File: src/rtl/mul_pkg.sv
// Shared types and helpers for the RV64M multiply sequencing controller.
// Op encodings follow funct3; class captures the operand signedness of a product.
package mul_pkg;

  localparam int XLEN   = 64;
  localparam int PROD_W = 2 * XLEN;

  typedef enum logic [2:0] {
    OP_MUL    = 3'b000,
    OP_MULH   = 3'b001,
    OP_MULHSU = 3'b010,
    OP_MULHU  = 3'b011
  } mul_op_e;

  typedef enum logic [1:0] {
    CLS_UU = 2'd0,
    CLS_SU = 2'd1,
    CLS_SS = 2'd2
  } mul_class_e;

  typedef enum logic [1:0] {
    ST_IDLE = 2'd0,
    ST_RUN  = 2'd1,
    ST_RESP = 2'd2
  } state_e;

  // funct3 values 1xx are illegal; the W form exists only for MUL.
  function automatic logic op_legal(input logic [2:0] op, input logic word);
    return (op[2] == 1'b0) && (!word || op == OP_MUL);
  endfunction

  // MUL runs the core unsigned, so its full product belongs to the UU class.
  function automatic mul_class_e op_class(input logic [2:0] op);
    mul_class_e cls;
    case (op)
      OP_MULH:   cls = CLS_SS;
      OP_MULHSU: cls = CLS_SU;
      default:   cls = CLS_UU;
    endcase
    return cls;
  endfunction

  function automatic logic [XLEN-1:0] sel_result(input logic [2:0]        op,
                                                 input logic              word,
                                                 input logic [PROD_W-1:0] p);
    logic [XLEN-1:0] res;
    if (word) begin
      res = {{32{p[31]}}, p[31:0]};
    end else if (op == OP_MUL) begin
      res = p[XLEN-1:0];
    end else begin
      res = p[PROD_W-1:XLEN];
    end
    return res;
  endfunction

endpackage

File: src/rtl/mul_result_cache.sv
// One-entry cache of the last full product computed by the core, keyed on
// both operands and the signedness class it was computed with.
module mul_result_cache
  import mul_pkg::*;
#(
  parameter bit EN = 1'b1
) (
  input  logic              clk,
  input  logic              rst,
  input  logic              lookup_en,
  input  logic [XLEN-1:0]   lookup_rs1,
  input  logic [XLEN-1:0]   lookup_rs2,
  input  mul_class_e        lookup_cls,
  input  logic              lookup_any_cls,
  output logic              hit,
  output logic [PROD_W-1:0] hit_p,
  input  logic              fill,
  input  logic [XLEN-1:0]   fill_rs1,
  input  logic [XLEN-1:0]   fill_rs2,
  input  mul_class_e        fill_cls,
  input  logic [PROD_W-1:0] fill_p
);

  logic              valid;
  logic [XLEN-1:0]   rs1_q;
  logic [XLEN-1:0]   rs2_q;
  mul_class_e        cls_q;
  logic [PROD_W-1:0] p_q;

  // NOTE: sequential state uses non-blocking assignments so every flop samples pre-edge values.
  always_ff @(posedge clk or posedge rst) begin
    if (rst) begin
      valid <= 1'b0;
    end else if (fill && EN) begin
      valid <= 1'b1;
    end
  end

  // NOTE: payload storage has no reset; valid alone decides whether it means anything.
  always_ff @(posedge clk) begin
    if (fill && EN) begin
      rs1_q <= fill_rs1;
      rs2_q <= fill_rs2;
      cls_q <= fill_cls;
      p_q   <= fill_p;
    end
  end

  // The low half is identical for every class, so MUL may reuse any entry.
  assign hit = EN && valid && lookup_en &&
               (lookup_rs1 == rs1_q) && (lookup_rs2 == rs2_q) &&
               (lookup_any_cls || lookup_cls == cls_q);

  assign hit_p = p_q;

endmodule

File: src/rtl/mul_ctrl.sv
// Sequencer between execute and the iterative 64x64->128 multiplier core:
// decode, operand conditioning, start/ready protocol, result select and response.
module mul_ctrl
  import mul_pkg::*;
#(
  parameter int TAG_W    = 5,
  parameter bit CACHE_EN = 1'b1
) (
  input  logic              clk,
  input  logic              rst,
  input  logic              flush,
  input  logic              req_valid,
  output logic              req_ready,
  input  logic [2:0]        req_op,
  input  logic              req_word,
  input  logic [XLEN-1:0]   req_rs1,
  input  logic [XLEN-1:0]   req_rs2,
  input  logic [TAG_W-1:0]  req_tag,
  output logic              resp_valid,
  input  logic              resp_ready,
  output logic [XLEN-1:0]   resp_data,
  output logic [TAG_W-1:0]  resp_tag,
  output logic [XLEN-1:0]   mul_a,
  output logic [XLEN-1:0]   mul_b,
  output logic              mul_signed_a,
  output logic              mul_signed_b,
  output logic              mul_start,
  input  logic [PROD_W-1:0] mul_result,
  input  logic              mul_ready,
  output logic              busy
);

  state_e            state;
  state_e            state_nxt;

  logic [2:0]        op_q;
  logic              word_q;
  logic              neg_q;
  logic [TAG_W-1:0]  tag_q;
  logic [XLEN-1:0]   rs1_q;
  logic [XLEN-1:0]   rs2_q;
  logic [XLEN-1:0]   a_q;
  logic [XLEN-1:0]   b_q;
  logic              sa_q;
  logic              sb_q;
  logic [XLEN-1:0]   data_q;

  logic              accept;
  logic              legal;
  logic              hit;
  logic              done;
  logic [PROD_W-1:0] hit_p;
  logic [PROD_W-1:0] prod;
  logic [XLEN-1:0]   a_nxt;
  logic [XLEN-1:0]   b_nxt;

  assign legal  = op_legal(req_op, req_word);
  assign accept = (state == ST_IDLE) && req_valid && !flush;
  // A flush in the same cycle as mul_ready discards the product entirely.
  assign done   = (state == ST_RUN) && mul_ready && !flush;
  assign prod   = neg_q ? -mul_result : mul_result;

  mul_result_cache #(
    .EN (CACHE_EN)
  ) u_cache (
    .clk            (clk),
    .rst            (rst),
    .lookup_en      (legal && !req_word),
    .lookup_rs1     (req_rs1),
    .lookup_rs2     (req_rs2),
    .lookup_cls     (op_class(req_op)),
    .lookup_any_cls (req_op == OP_MUL),
    .hit            (hit),
    .hit_p          (hit_p),
    .fill           (done && !word_q),
    .fill_rs1       (rs1_q),
    .fill_rs2       (rs2_q),
    .fill_cls       (op_class(op_q)),
    .fill_p         (prod)
  );

  // NOTE: every signal written in always_comb gets a default first, so no path can infer a latch.
  always_comb begin
    a_nxt = req_rs1;
    b_nxt = req_rs2;
    if (req_word) begin
      a_nxt = {32'b0, req_rs1[31:0]};
      b_nxt = {32'b0, req_rs2[31:0]};
    end else if (req_op == OP_MULHSU && req_rs1[XLEN-1]) begin
      // The core only sign-corrects SS, so SU runs as UU on |rs1| and is negated afterwards.
      a_nxt = -req_rs1;
    end
  end

  always_comb begin
    state_nxt = state;
    case (state)
      ST_IDLE: begin
        if (accept) begin
          state_nxt = (!legal || hit) ? ST_RESP : ST_RUN;
        end
      end
      ST_RUN: begin
        if (flush) begin
          state_nxt = ST_IDLE;
        end else if (mul_ready) begin
          state_nxt = ST_RESP;
        end
      end
      ST_RESP: begin
        if (flush || resp_ready) begin
          state_nxt = ST_IDLE;
        end
      end
      default: state_nxt = ST_IDLE;
    endcase
  end

  always_ff @(posedge clk or posedge rst) begin
    if (rst) begin
      state <= ST_IDLE;
    end else begin
      state <= state_nxt;
    end
  end

  always_ff @(posedge clk or posedge rst) begin
    if (rst) begin
      op_q   <= '0;
      word_q <= 1'b0;
      neg_q  <= 1'b0;
      tag_q  <= '0;
      rs1_q  <= '0;
      rs2_q  <= '0;
      a_q    <= '0;
      b_q    <= '0;
      sa_q   <= 1'b0;
      sb_q   <= 1'b0;
      data_q <= '0;
    end else begin
      if (accept) begin
        op_q   <= req_op;
        word_q <= req_word;
        neg_q  <= (req_op == OP_MULHSU) && !req_word && req_rs1[XLEN-1];
        tag_q  <= req_tag;
        rs1_q  <= req_rs1;
        rs2_q  <= req_rs2;
        a_q    <= a_nxt;
        b_q    <= b_nxt;
        sa_q   <= (req_op == OP_MULH);
        sb_q   <= (req_op == OP_MULH);
        // Illegal ops answer zero; a hit answers from the cache; a miss is overwritten on done.
        data_q <= legal ? sel_result(req_op, req_word, hit_p) : '0;
      end
      if (done) begin
        data_q <= sel_result(op_q, word_q, prod);
      end
    end
  end

  // Start is decoded from state so the asynchronous reset removes it immediately.
  assign mul_start    = (state == ST_RUN) && !flush;
  assign req_ready    = (state == ST_IDLE) && !flush && !rst;
  assign resp_valid   = (state == ST_RESP);
  assign resp_data    = data_q;
  assign resp_tag     = tag_q;
  assign busy         = (state != ST_IDLE);
  assign mul_a        = a_q;
  assign mul_b        = b_q;
  assign mul_signed_a = sa_q;
  assign mul_signed_b = sb_q;

endmodule

File: config.mk
export PLATFORM = sky130hd
export DESIGN_NAME = mul_ctrl
export DESIGN_NICKNAME = d
export VERILOG_FILES = /design/src/rtl/mul_pkg.sv /design/src/rtl/mul_result_cache.sv /design/src/rtl/mul_ctrl.sv
export SDC_FILE = /design/constraint.sdc
export NUM_CORES = 1
export LEC_CHECK = 0
export CAP_MARGIN = 10
export CORE_MARGIN = 5
export CORE_UTILIZATION = 50
export CTS_BUF_LIST = sky130_fd_sc_hd__clkbuf_8
export DETAILED_ROUTE_END_ITERATION = 7
export PLACE_DENSITY = 0.78
export SLEW_MARGIN = 40
export SYNTH_ARGS = -nofsm -noshare
export SYNTH_HDL_FRONTEND = slang
export SYNTH_SLANG_ARGS = --single-unit
File: constraint.sdc
create_clock -name clk -period 9.9 [get_ports clk]
set_input_delay 1.485 -clock clk [delete_from_list [all_inputs] [get_ports clk]]
set_output_delay 1.485 -clock clk [all_outputs]
set_load 0.01 [all_outputs]
==> flow_summary.yaml <==
worst_setup_path:
  cp.required_ns: 10.34
  cp_max_fo: 14
  cp_common_cell: "or4_1"
  crit_type: "input pin to flop"
  slowest_stage: "or4_1"
  start_kind: "input pin"
  crit_chain: "clkdlybuf4s50_1 -> nor4_1 -> nand4b_1 -> or4_1 -> or4_1 -> nor3b_1 -> or2_2"
  critPathCaptureType: "flop"
  cpPeakStageDelay_ns: 1.03
  crit_arrival_ns: 5.50
placement:
  pre_cts_slack_ns: 4.28
  hpwl_mm: 84.1
  gp_congestion: 0.996
  io_buffer_count: 473
grt:
  grt_pass1_wl_mm: 164
  grt_max_degree: 123
  antenna_found_initial: 5
  grt-ovfl-total: 0
  grt_pass1_vias: 24900
  grt.total_usage_pct: 35.7
routing:
  postRouteAntennaNets: 0
  drc_errors: 0
  dr_total_vias: 25100
  wl_met2_mm: 52.7
  avgViaCountPerCell: 6.17
  first_pass_iters: 6
  drt-initial-drc-count: 2617
  wl_per_cell_microns: 27.8
  wl_met3_mm: 11.1
  highest_layer: "met5"
  routed_wl_mm: 113
  wl_met1_mm: 44.5
sta:
  finClkSkew_ns: 0.0554
  setup_viol_count_final: 0
  slew_viol_final: 0
  setup_slack_ns: 4.84
  hold_viol: 0
  period_share_pct: 51.1
  worst_pin_slew_ns: 0.853
  rsz0062_at_grt: "no"
  fmax_mhz: 198
  fin_crit_ns: 5.06
  tns_ns: 0
  maxSlewHeadroom_pct: 43.2
logic_synthesis:
  synth_flop_cell: "dfrtp_1"
  synthCells: 2852
  synth_area_per_cell_sq_um: 9.96
  netlist_area_sq_um: 28400
  ys_types: 79
  syn_nets: 3125
  synth_top_area_share_pct: 27.3
  yosysTopAreaCell: "edfxtp_1"
  yosys_warnings: 0
  synth-seq-cells: 559
  ys_seq_area_share_pct: 53.8
  async_reset_ff_share_pct: 53.8
  synth_edf_count: 258
  synth.area.top_cells: "edfxtp_1 (27%), dfrtp_1 (27%), nand2_1 (8.8%)"
clock_tree:
  cts_max_level: 3
  root_buffer: "clkbuf_8"
  clock_latency_ns: 0.72
  cts_tree: "built"
  hold_buffers: 0
  clk_pin_slew_ns: 0.06
  cts_made_buffers: 91
  post_cts_buffers: 0
  clock-sinks: 559
  cts_buffer_depth: 3
  cts_resized: 0
power_and_ir_drop:
  power_density_nw_per_um2: 177
  p_leak_uw: 0.0137
  ir_worst_vdd_mv: 0.141
min_path:
  hp-class: "flop to flop"
floorplanning:
  die_area_sq_um: 61700
  die_w_microns: 248
  die_height_microns: 248
  core_area_sq_um: 56300
  num_rows: 87
  start_util_pct: 50.5
  io_pins: 474
finish:
  final_common_cell: "nand2_1"
  fill_cells: 4486
  syn_to_final_growth_pct: 25.0
  fin_nets: 3510
  layout-drive-gt1-share_pct: 7.06
  final_cell_mix: "nand2_1 (665), clkdlybuf4s50_1 (472), dfrtp_1 (300)"
status:
  status: "finished clean"
flow_run:
  maxCapViolCount: 0
==> cells in the mapped netlist (23+ instances only) <==
cell      instances
nand2_1         666
dfrtp_1         301
edfxtp_1        258
xnor2_1         220
o21ai_0         173
clkbuf_1        161
nor2_1           96
a21oi_1          62
nor4_1           58
nor3_1           54
xor2_1           54
nand3_1          53
or4_1            52
o31ai_1          50
or3_1            46
nand4_1          39
inv_1            38
nor2b_1          36
buf_4            34
nand3b_1         29
a221o_1          28
mux2i_1          27
o41ai_1          24
a211oi_1         23
==> layout make-up <==
type	instances	area [sq um]	share of cell area [%]
flip-flops and latches	559	15300	43.1
multi-input cells	2036	12200	34.2
repair buffers	510	5070	14.3
clock buffers	113	1560	4.38
well taps	756	946	2.67
clock inverters	58	310	0.874
inverters	39	171	0.483
diodes	2	5.00	0.0141
==> where the power goes <==
group	switching (uW)	internal (uW)
Combinational	717	606
Sequential	197	2720
Clock	978	1070
==> state kept, by name, summed over array words and instances (netlist names), 2 cells and up <==
name / cells
u_cache.cls_q: 2
resp_tag: 5
u_cache.hit_p: 128
u_cache.rs1_q: 64
u_cache.rs2_q: 64
op_q: 3
rs1_q: 64
rs2_q: 64
resp_data: 64
mul_b: 32
mul_a: 63
state: 2
==> critical path, delay by kind of cell <==
kind	cells	cell delay, ns
buffers and inverters	1	0.48
AND/OR/NAND/NOR	6	3.53
==> worst paths after layout <==
path                                start           endpoint  slack [ns]  cells past startpoint
min                             rs2_q[56]  u_cache.rs2_q[56]        0.42                      0
max in group asynchronous             rst          mul_b[47]        7.23                      3
max reg2reg                      state[1]      resp_data[55]        6.21                      7
min in group asynchronous             rst      resp_data[55]        1.35                      2
max                        mul_result[10]  u_cache.hit_p[96]        4.84                      7
min reg2reg                     rs2_q[56]  u_cache.rs2_q[56]        0.42                      0
==> layer usage <==
metal,up-vias,GRT usage (%)
met5,-,0
met4,6,13.0
met3,260,7.33
met2,1536,58.1
met1,12400,48.0
li1,11000,-
==> through the flow <==
stage	cell area (sq um)	util, %	instances	hold slack [ns]	power (uW)
CTS	35400	62.9	4070	0.417	6290
finish	35500	63.1	4073	0.418	6280
global placement	33400	59.4	3898	0.428	4210
detailed placement	33600	59.6	3899	0.430	4260
global route	35500	63.1	4071	0.433	6540
floorplan	28400	-	2852	0.425	3510
==> cell families after synthesis <==
| logic type | synth area share, % |
|---|---|
| buffers and inverters | 3.89 |
| muxes | 1.35 |
| xor gates and xnor gates | 8.45 |
| DFF | 53.8 |
| AOI/OAI and AO/OA | 12.1 |
| and+or+nand+nor | 20.3 |
| adders and majority gates | 0.0881 |
Note: power is estimated with default switching activity, not from simulation.
